===== src/rtl/dout_cap_pkg.sv =====
// Shared types and constants for the CPU data-output capture FIFO.
// The entry layout gains a timestamp field when DOUT_TIMESTAMP_EN is defined.
package dout_cap_pkg;

   localparam int DATA_W_DEF = 16;
   localparam int TS_W_DEF   = 16;

`ifdef DOUT_TIMESTAMP_EN
   typedef struct packed {
      logic [TS_W_DEF-1:0]   ts;
      logic [DATA_W_DEF-1:0] data;
   } entry_t;
`else
   typedef struct packed {
      logic [DATA_W_DEF-1:0] data;
   } entry_t;
`endif

   typedef enum logic {
      EMPTY_ST  = 1'b0,
      ACTIVE_ST = 1'b1
   } occ_state_e;

   // Pointer width for a power-of-two depth; never narrower than one bit.
   function automatic int ptr_w(input int depth);
      return (depth > 1) ? $clog2(depth) : 1;
   endfunction

endpackage : dout_cap_pkg


===== src/rtl/dcap_fifo_core.sv =====
// Generic first-word-fall-through FIFO with occupancy count and full/empty flags.
// A pop on a full FIFO frees the slot that a same-cycle push then fills.
module dcap_fifo_core
   import dout_cap_pkg::*;
#(
   parameter int  DEPTH  = 8,
   parameter type item_t = entry_t,
   localparam int PW     = ptr_w(DEPTH),
   localparam int CW     = PW + 1
) (
   input  logic          clk,
   input  logic          rst,
   input  logic          push_i,
   input  item_t         wr_item_i,
   input  logic          pop_i,
   output item_t         rd_item_o,
   output logic          rd_valid_o,
   output logic          full_o,
   output logic          empty_o,
   output logic [CW-1:0] count_o
);

   localparam logic [CW-1:0] DEPTH_C = CW'(DEPTH);

   item_t         mem_q [DEPTH];
   logic [PW-1:0] wr_ptr_q, wr_ptr_d;
   logic [PW-1:0] rd_ptr_q, rd_ptr_d;
   logic [CW-1:0] count_q, count_d;
   occ_state_e    state_q, state_d;
   logic          do_push, do_pop;

   assign empty_o    = (state_q == EMPTY_ST);
   assign full_o     = (count_q == DEPTH_C);
   assign rd_valid_o = !empty_o;
   assign count_o    = count_q;
   // Head word is forced to zero while empty so reset presents a clean bus.
   assign rd_item_o  = empty_o ? item_t'('0) : mem_q[rd_ptr_q];

   assign do_pop  = pop_i && !empty_o;
   assign do_push = push_i && (!full_o || do_pop);

   always_comb begin
      wr_ptr_d = wr_ptr_q;
      rd_ptr_d = rd_ptr_q;
      count_d  = count_q;
      if (do_push) begin
         wr_ptr_d = wr_ptr_q + PW'(1);
      end
      if (do_pop) begin
         rd_ptr_d = rd_ptr_q + PW'(1);
      end
      case ({do_push, do_pop})
         2'b10:   count_d = count_q + CW'(1);
         2'b01:   count_d = count_q - CW'(1);
         default: count_d = count_q;
      endcase
      state_d = (count_d == '0) ? EMPTY_ST : ACTIVE_ST;
   end

   always_ff @(posedge clk or posedge rst) begin
      if (rst) begin
         wr_ptr_q <= '0;
         rd_ptr_q <= '0;
         count_q  <= '0;
         state_q  <= EMPTY_ST;
      end else begin
         wr_ptr_q <= wr_ptr_d;
         rd_ptr_q <= rd_ptr_d;
         count_q  <= count_d;
         state_q  <= state_d;
      end
   end

   always_ff @(posedge clk) begin
      if (do_push) begin
         mem_q[wr_ptr_q] <= wr_item_i;
      end
   end

endmodule : dcap_fifo_core


===== src/rtl/dout_capture_fifo.sv =====
// Captures each change of the CPU output bus into an FWFT FIFO with a saturating drop counter.
// Define DOUT_TIMESTAMP_EN to tag every entry with a free-running cycle count (rd_ts port).
module dout_capture_fifo
   import dout_cap_pkg::*;
#(
   parameter int DATA_W = DATA_W_DEF,
   parameter int DEPTH  = 8,
   parameter int OVF_W  = 8,
   parameter int TS_W   = TS_W_DEF
) (
   input  logic                   clk,
   input  logic                   sys_rst,
   input  logic [DATA_W-1:0]      dout_in,
   input  logic                   cap_en,
   output logic [DATA_W-1:0]      rd_data,
   output logic                   rd_valid,
   input  logic                   rd_ready,
   output logic                   full,
   output logic                   empty,
   output logic [$clog2(DEPTH):0] count,
`ifdef DOUT_TIMESTAMP_EN
   output logic [TS_W-1:0]        rd_ts,
`endif
   output logic [OVF_W-1:0]       ovf_cnt
);

   if (DEPTH < 2 || (DEPTH & (DEPTH - 1)) != 0 || OVF_W < 1 || TS_W < 1) begin : g_bad_cfg
      $error("dout_capture_fifo: DEPTH must be a power of two >= 2");
   end

`ifdef DOUT_TIMESTAMP_EN
   typedef struct packed {
      logic [TS_W-1:0]   ts;
      logic [DATA_W-1:0] data;
   } cap_item_t;
`else
   typedef struct packed {
      logic [DATA_W-1:0] data;
   } cap_item_t;
`endif

   logic [DATA_W-1:0] prev_q;
   logic [OVF_W-1:0]  ovf_q, ovf_d;
   logic              push_req, pop, drop;
   cap_item_t         wr_item, rd_item;

   assign push_req = cap_en && (dout_in != prev_q);
   assign pop      = rd_valid && rd_ready;
   assign drop     = push_req && full && !pop;

   assign rd_data  = rd_item.data;
   assign ovf_cnt  = ovf_q;

`ifdef DOUT_TIMESTAMP_EN
   logic [TS_W-1:0] ts_q;

   always_ff @(posedge clk or posedge sys_rst) begin
      if (sys_rst) begin
         ts_q <= '0;
      end else begin
         ts_q <= ts_q + TS_W'(1);
      end
   end

   assign rd_ts = rd_item.ts;
`endif

   always_comb begin
      wr_item      = '0;
      wr_item.data = dout_in;
`ifdef DOUT_TIMESTAMP_EN
      wr_item.ts   = ts_q;
`endif
   end

   always_comb begin
      ovf_d = ovf_q;
      if (drop && (ovf_q != '1)) begin
         ovf_d = ovf_q + OVF_W'(1);
      end
   end

   // prev_q follows the bus even while gated, so a change made with cap_en=0 is never replayed.
   always_ff @(posedge clk or posedge sys_rst) begin
      if (sys_rst) begin
         prev_q <= '0;
         ovf_q  <= '0;
      end else begin
         prev_q <= dout_in;
         ovf_q  <= ovf_d;
      end
   end

   dcap_fifo_core #(
      .DEPTH  (DEPTH),
      .item_t (cap_item_t)
   ) u_core (
      .clk        (clk),
      .rst        (sys_rst),
      .push_i     (push_req),
      .wr_item_i  (wr_item),
      .pop_i      (pop),
      .rd_item_o  (rd_item),
      .rd_valid_o (rd_valid),
      .full_o     (full),
      .empty_o    (empty),
      .count_o    (count)
   );

endmodule : dout_capture_fifo


===== config.mk =====
export PLATFORM = sky130hd
export DESIGN_NAME = dout_capture_fifo
export DESIGN_NICKNAME = d
export VERILOG_FILES = /design/src/rtl/dout_cap_pkg.sv /design/src/rtl/dcap_fifo_core.sv /design/src/rtl/dout_capture_fifo.sv
export SDC_FILE = /design/constraint.sdc
export NUM_CORES = 1
export LEC_CHECK = 0
export ABC_AREA = 1
export ABC_CLOCK_PERIOD_IN_PS = 3050
export CORE_MARGIN = 8
export CORE_UTILIZATION = 58
export CTS_BUF_LIST = sky130_fd_sc_hd__clkbuf_16
export DETAILED_ROUTE_END_ITERATION = 6
export PLACE_DENSITY = 0.79
export SETUP_SLACK_MARGIN = 0.4
export SYNTH_ARGS = -nofsm -noshare
export SYNTH_HDL_FRONTEND = slang
export SYNTH_HIERARCHICAL = 1
export SYNTH_SLANG_ARGS = --single-unit

===== constraint.sdc =====
create_clock -name clk -period 3.05 [get_ports clk]
set_input_delay 0.305 -clock clk [delete_from_list [all_inputs] [get_ports clk]]
set_output_delay 0.305 -clock clk [all_outputs]
set_load 0.01 [all_outputs]

; Word level (Yosys, flattened, before mapping)
; Memory sizes are Yosys's and may differ from the RTL's.
; Index checks and enable logic that the tools add are counted.
[word_totals]
regBits = 35
mem_count = 1
ramBits = 128
inputBits = 20
[op_classes]
mux = 5
add_sub_neg = 5
n_eq_ne = 5
bitwise = 1
reduce_logical = 11
[memory_table]
columns = memory, depth, word_bits, read_ports, rd_clocked_by_memory_dff, write_ports, line
row1 = u_core.mem_q, 8, 16, 1, 0, 1, dcap_fifo_core.sv:25  ; item_t mem_q [DEPTH];
[op_table]
columns = cell, count
row1 = two-way mux 16 bit, 1
row2 = inequality test 16 bit, 1
row3 = adder 8 x 1 -> 8 bit (second input constant), 1
row4 = inequality test 8 bit (second input constant), 1
row5 = one-hot mux 4 bit (2 select lines), 1
row6 = logical AND 1 bit, 7
row7 = adder 3 x 1 -> 3 bit (second input constant), 2
row8 = adder 4 x 1 -> 4 bit (second input constant), 1
row9 = == test 4 bit (second input constant), 1
row10 = zero test 4 bit, 1
row11 = subtractor 4 x 1 -> 4 bit (second input constant), 1
row12 = two-way mux 1 bit, 3
row13 = == test 2 x 1 -> 1 bit (second input constant), 1
row14 = == test 2 bit (second input constant), 1
row15 = zero test 1 bit, 2
row16 = logical OR 1 bit, 1
row17 = NOT 1 bit, 1

; Logic depth before layout (Yosys ltp)
; Gate-level depths: netlist of the first run.
[depth]
depth_word = 8
mapped_depth = 20
mapped_depth_nobuf = 20

; Modules after synthesis
; Netlist of the first run, hierarchy kept.
[by_module_without_submodules]
columns = module, n_inst, seq_area_each_um2, cells_per_inst, area_each_um2
row1 = dcap_fifo_core, 1, 4119.0, 454, 5763.0
row2 = dout_capture_fifo, 1, 600.6, 169, 1231.2

; Worst setup path before layout of the first run
; Ideal clock, no wire load.
[synth_timing]
path_kind = register to register
startpoint = register prev_q[0]
endpoint = memory u_core/mem_q[4][0] (netlist bit), enable pin
stages_incl_launch_ff = 11
arrival_ns = 2.009
path_slack_ns = 0.652
required_ns = 2.662
cell_sequence = dfrtp_1 -> nand2_1 -> inv_1 -> nor2_1 -> nor2_1 -> nand2_2 -> nor2_2 -> a21boi_1 -> nand2_2 -> or2_4 -> nor2_1
[synth_between]
elab_chain_len = 5
[synth_lines]
columns = item, line
row1 = start: declaration, dout_capture_fifo.sv:42  ; logic [DATA_W-1:0] prev_q;
row2 = start signal: assignment, dout_capture_fifo.sv:89  ; prev_q <= dout_in;
row3 = inequality test 16 bit, dout_capture_fifo.sv:47  ; assign push_req = cap_en && (dout_in != prev_q);
row4 = logical AND 1 bit, dout_capture_fifo.sv:47
row5 = net push_req, dout_capture_fifo.sv:44  ; logic push_req, pop, drop;
row6 = logical AND 1 bit, dcap_fifo_core.sv:40  ; assign do_push = push_i && (!full_o || do_pop);
row7 = two-way mux 1 bit, dcap_fifo_core.sv:75  ; if (do_push) begin
row8 = two-way mux 1 bit (implied by the code), dcap_fifo_core.sv:76  ; mem_q[wr_ptr_q] <= wr_item_i;
row9 = end: declaration, dcap_fifo_core.sv:25
; The timed path passes the listed nets, and every way through them passes these cells.

; Final worst setup path of the first run
[layout_timing]
startpoint = register u_core.rd_ptr_q[0]
endpoint = output rd_data[10]
[layout_between]
elab_chain_len = 2
[layout_lines]
columns = item, line
row1 = start: declaration, dcap_fifo_core.sv:27  ; logic [PW-1:0] rd_ptr_q, rd_ptr_d;
row2 = start signal: assignment, dcap_fifo_core.sv:68  ; rd_ptr_q <= rd_ptr_d;
row3 = memory (8 x 16 bit), --
row4 = two-way mux 16 bit, dcap_fifo_core.sv:37  ; assign rd_item_o = empty_o ? item_t'('0) : mem_q[rd_ptr_q];
row5 = end: declaration, dout_capture_fifo.sv:15  ; output logic [DATA_W-1:0] rd_data,
; Every way passes these cells.

==> results of run 1 <==
## worst max path at each step
stage / cells past startpoint / to / slack [ns]
after floorplan: 10 / u_core/mem_q[4][0]$_DFFE_PP_ / 0.65
after detailed placement: 21 / u_core/rd_valid_o$_DFF_PP0_ / 0.20
after global routing: 6 / rd_data[10] / 0.26
final: 6 / rd_data[10] / 0.31
after CTS: 6 / rd_data[8] / 0.35
after global placement: 20 / u_core/rd_valid_o$_DFF_PP0_ / 0.28
## Yosys cell counts, drive strengths merged
| cell | number | area, um2 |
|---|---|---|
| buf | 21 | 153 |
| ha | 5 | 62.6 |
| xor2 | 4 | 35.0 |
| o22ai | 16 | 100 |
| a21oi | 1 | 5.00 |
| fa | 1 | 20.0 |
| o21ai | 80 | 400 |
| inv | 48 | 183 |
| nand4 | 3 | 33.8 |
| edfxtp | 128 | 3840 |
| xnor2 | 4 | 35.0 |
| or2 | 1 | 8.76 |
| nor2 | 137 | 554 |
| clkinv | 1 | 3.75 |
| a21boi | 1 | 7.51 |
| nand3 | 15 | 92.6 |
| clkbuf | 3 | 11.3 |
| dfrtp | 35 | 876 |
| mux2i | 16 | 160 |
| nand2 | 103 | 409 |
## metal layers
layer	global-route usage, %	routed length [um]
met5	0	0
met3	3.92	1290
met4	10.3	422
met2	37.6	8750
met1	24.4	6470
## state kept, by name, indices dropped and copies added (netlist names)
signal             count
prev_q                16
u_core/wr_ptr_q        3
u_core/count_o         4
u_core/mem_q         128
u_core/rd_valid_o      1
ovf_cnt                8
u_core/rd_ptr_q        3
## kinds of logic after synthesis
family / Yosys count / synth area share, %
AOI/OAI and AO/OA: 98 / 7.33
xor gates and xnor gates: 8 / 1.00
DFF: 163 / 67.5
muxes: 16 / 2.29
and+or+nand+nor: 259 / 15.7
buffers and inverters: 73 / 5.01
adders and majority gates: 6 / 1.18
## worst register-to-register path: stages (launching register included)
cell	delay (ns)
dfrtp_1	0.38
nand2_1	0.06
inv_1	0.04
nor2_1	0.15
nor2_2	0.07
nand2_2	0.11
nor2_4	0.06
a21boi_2	0.18
inv_1	0.10
nand3_4	0.11
inv_1	0.10
ha_1	0.31
nand2_1	0.05
nor2_1	0.09
nor2_1	0.05
nand3_1	0.07
nand2_1	0.05
nand2_1	0.07
nand2_2	0.05
nor2_1	0.08
nand2_1	0.05
## timing repair
| action | in CTS | in global routing |
|---|---|---|
| resized for setup | 9 | 18 |
| pin swaps | 0 | 3 |
| gates cloned | 2 | 2 |
| endpoints found under the setup margin | 15 | 13 |
| buffers inserted | 2 | 0 |
## final cells by class
cell class,instances,area (um2)
Clock buffer,17,425
Fill cell,799,3320
Timing Repair Buffer,89,976
Clock inverter,15,128
Tap cell,147,184
Inverter,49,196
Sequential cell,163,4720
Multi-Input combinational cell,387,1960
## per-stage QoR
step                      power, mW  worst slack (ns)
after floorplan                4.65             0.652
final                          7.99             0.312
after global placement         5.62             0.279
after global routing           8.34             0.258
after detailed placement       5.75             0.196
after CTS                      7.89             0.354
## where the power goes
part	switching (mW)	internal (mW)
registers	0.185	2.75
logic	1.80	1.26
clock network	0.819	1.18
total	2.81	5.19
==> flow_summary.ini, run 1 <==
[finish]
final_common_cell = edfxtp_1
post-route-util_pct = 72.1
mostFrequentLayoutCells = 128 x edfxtp_1, 119 x nor2_1, 94 x nand2_1, 54 x o21ai_0, 48 x inv_1
syn_to_final_growth_pct = 22.8
finalNonFillerCells = 867
drive_gt1_share_pct = 14.7
nets = 733
final_cell_area_um2 = 8590
num_antenna_cells = 0

[sta]
max_slew_margin_pct = 70.6
max_freq_ghz = 0.365
worst_pin_slew_ns = 0.441
rsz0062_at_grt = true
final-max-slew-violation-count = 0
finalCritPeriodShare_pct = 89.8
skew_ns = 0.00915
setup_viol = 0
fin_crit_ns = 2.74
holdWs_ns = 0.229
final-hold-violation-count = 0
tns_ns = 0

[routing]
drc_errors = 0
vias = 4976
drtIter0Drc = 578
viasPerCell = 5.74
wl_um = 16900
dr.pass1.iters = 5
postRouteAntennaNets = 0
routedWlPerCell_um = 19.5

[clock_tree]
cts_tree = yes
cts_root_buf = clkbuf_16
path_clk_slew_ns = 0.06
cts_buffer_depth = 2
htreeDepth = 4
cts_hold_buffers = 0
clock-sinks = 163
insertion_delay_ns = 0.42
cts_buffers = 17

[yosys]
post_synth_num_cell_types = 33
synth.net_count = 649
syn_area_per_cell_um2 = 11.2
synth-seq-cells = 163
syn_area_um2 = 6990
seq_area_frac_synth_pct = 67.5
ys_warn_count = 6
syn_inst = 623

[global_routing]
grt_max_degree = 67
first_global_vias = 5108
antenna_found_initial = 0
track_usage_pct = 21.2
grt_overflow = 0
grt_pass1_wl_um = 26100

[status]
status = completed

[place]
io_buffers = 50
post-place-cells = 829
place_area_um2 = 7840
gp_congestion = 0.785
dp.final_hpwl_um = 9530

[worst_setup_path]
crit_arrival_ns = 2.43
r2r_start = prev_q[0]$_DFF_PP0_
path_class = reg -> out
cp_max_fo = 49
crit_path_start_kind = register
crit_path_start = u_core/rd_ptr_q[0]$_DFFE_PP0N_
cp_num_buf_inv = 2
crit_top_cell = o21ai_1
crit_path_end_kind = primary output
required_ns = 2.74
crit_slowest_cell = dfrtp_2
reg2reg_slack_ns = 0.70
critPathTopFamily = buffers and inverters
crit_chain = clkinv_8 -> o21ai_1 -> o21ai_1 -> o21ai_0 -> nor2_1 -> clkdlybuf4s50_1
worst_r2r_path_depth = 20
cpPeakStageDelay_ns = 0.52
crit-reg2reg-capture = u_core/rd_valid_o$_DFF_PP0_

[run]
maxCapViolCount = 0

[power]
power.leakage_nw = 3.54
power_density_nw_per_um2 = 931
ir_drop_mv = 0.356

[floorplan]
die_y_um = 126
die-width_um = 126
row_count = 40
io_pins = 51
start_util_pct = 58.7
core_area_um2 = 11900
die-area_um2 = 15800

[worst_hold_path]
hp-class = in -> async
No activity file was read; power rests on OpenSTA's default activity.
==> inputs of run 2 (changes only) <==
Settings changed: CORE_ASPECT_RATIO from default to 0.6.
==> run 2 against run 1 <==
Against the previous run: global-route usage up 0.72 points; highest routed layer unchanged; final area down 0.12%; fmax up 6.8%; core utilization down 0.061 points; register-to-register slack worse by 0.08 ns; critical path depth up 6; final cell count up 2.7%; clock skew about the same; first-iteration DRC count down 17%; clock power up 3%; non-clock buffer count up 5.
==> flow_summary.ini, run 2 (synthesis results as in run 1) <==
[place]
io_buffers = 50
post-place-cells = 853
gp_congestion = 0.785
dp.final_hpwl_um = 10200
dp_worst_setup_slack_ns = 0.0851
place_area_um2 = 7860

[finish]
regMostFlops = u_core/mem_q
finalNonFillerCells = 890
drive_gt1_share_pct = 13.4
largest_reg_flops = 128
num_antenna_cells = 0
final_cell_area_um2 = 8580
mostFrequentLayoutCells = 128 x edfxtp_1, 122 x nor2_1, 94 x nand2_1, 53 x o21ai_0, 51 x inv_1
nets = 738
syn_to_final_growth_pct = 22.6
final_common_cell = edfxtp_1

[sta]
skew_ns = 0.00876
final-max-slew-violation-count = 0
fin_ws_ns = 0.486
max_freq_ghz = 0.390
worst_pin_slew_ns = 0.894
fin_crit_ns = 2.56
setup_viol = 0
final-hold-violation-count = 0
finalCritPeriodShare_pct = 84.1
tns_ns = 0
max_slew_margin_pct = 40.4
rsz0062_at_grt = true

[clock_tree]
cts_buffer_depth = 2
cts_hold_buffers = 0
cts_buffers = 17
htreeDepth = 4
cts_tree = yes
clock-sinks = 163
insertion_delay_ns = 0.41
path_clk_slew_ns = 0.06
cts_root_buf = clkbuf_16

[global_routing]
first_global_vias = 4785
track_usage_pct = 22.0
grt_max_degree = 67
grt_pass1_wl_um = 26100
grt_overflow = 0
antenna_found_initial = 0

[worst_setup_path]
path_class = in -> reg
cp_max_fo = 11
crit_arrival_ns = 2.68
required_ns = 3.16
crit_path_start_kind = primary input
crit_path_end_kind = register

[run]
maxCapViolCount = 0

[routing]
drtIter0Drc = 478
wl_um = 16900
dr.pass1.iters = 5
postRouteAntennaNets = 0
viasPerCell = 5.56
routedWlPerCell_um = 19.0
drc_errors = 0
vias = 4944

[power]
power_density_nw_per_um2 = 932
power.leakage_nw = 3.58
finalPower_mw = 7.99
ir_drop_mv = 0.476

[floorplan]
row_count = 31
start_util_pct = 58.7
io_pins = 51
core_area_um2 = 11900
die_y_um = 101
die-area_um2 = 15900
die-width_um = 158

[worst_hold_path]
hp-class = in -> reg

[status]
status = completed
==> run 2: cell types whose count changed in the layout (fill, tap and decap cells not counted), moves of 2 or more <==
cell / change
dlygate4sd2_1: +2
buf_12: -4
clkinv_1: +5
nor2_1: +3
buf_4: +10
inv_1: +3
clkdlybuf4s50_1: -3
clkinv_2: -7
nor2_2: -2
==> run 2: stage by stage <==
step           utilization (%)  hold slack, ns
5_1_grt                   72.0           0.241
6_report                  72.0           0.236
2_1_floorplan                -           0.157
3_5_place_dp              66.0           0.538
4_1_cts                   71.2           0.268
3_3_place_gp              66.0           0.515
==> run 2: area by class of cell <==
cell class	instances	area [um2]
flip-flops and latches	163	4720
fillers	750	3330
multi-input cells	387	1930
repair buffers	94	951
clock buffers	17	425
inverters	49	210
well taps	165	206
clock inverters	15	136
==> run 2: final timing paths <==
path                                              from                             end  slack, ns  depth (start not counted)
worst max-delay path                        dout_in[2]    u_core/mem_q[0][3]$_DFFE_PP_       0.49                         12
worst min-delay path                        dout_in[1]             prev_q[1]$_DFF_PP0_       0.24                          1
worst max register to register    prev_q[15]$_DFF_PP0_    u_core/mem_q[0][3]$_DFFE_PP_       0.62                         12
worst min register to register  ovf_cnt[1]$_DFFE_PP0P_          ovf_cnt[1]$_DFFE_PP0P_       0.55                          2
max in group asynchronous                      sys_rst            prev_q[12]$_DFF_PP0_       2.06                          2
min in group asynchronous                      sys_rst  u_core/wr_ptr_q[1]$_DFFE_PP0P_       0.25                          2
==> run 2: metal layers <==
layer  routed length (um)  vias up  GRT usage (%)
li1                     -     2289              -
met1                 6890     2367           28.4
met2                 8110      253           35.1
met3                 1530       35           5.48
met4                  399        0           8.81
met5                    0        -              0
==> run 2: timing repair <==
action,4_1_cts,5_1_grt
setup endpoints to repair,14,28
pin swaps,0,2
cloned,2,1
setup buffers,1,1
resized for setup,9,17
==> run 2: critical path, cell delays in order <==
cell             delay, ns
clkdlybuf4s50_1       0.68
nand2_1               0.10
nand2_1               0.08
nor2_1                0.05
nand2_1               0.07
nor2_2                0.05
a21boi_1              0.21
buf_4                 0.19
nand2_2               0.08
or2_4                 0.26
nor2_1                0.33
buf_4                 0.28
==> run 2: where the power goes <==
| part | switching, mW | internal, mW | total [mW] |
|---|---|---|---|
| clock | 0.793 | 1.25 | 2.05 |
| sequential | 0.167 | 2.75 | 2.91 |
| combinational | 1.80 | 1.23 | 3.03 |
| total | 2.76 | 5.23 | 7.99 |
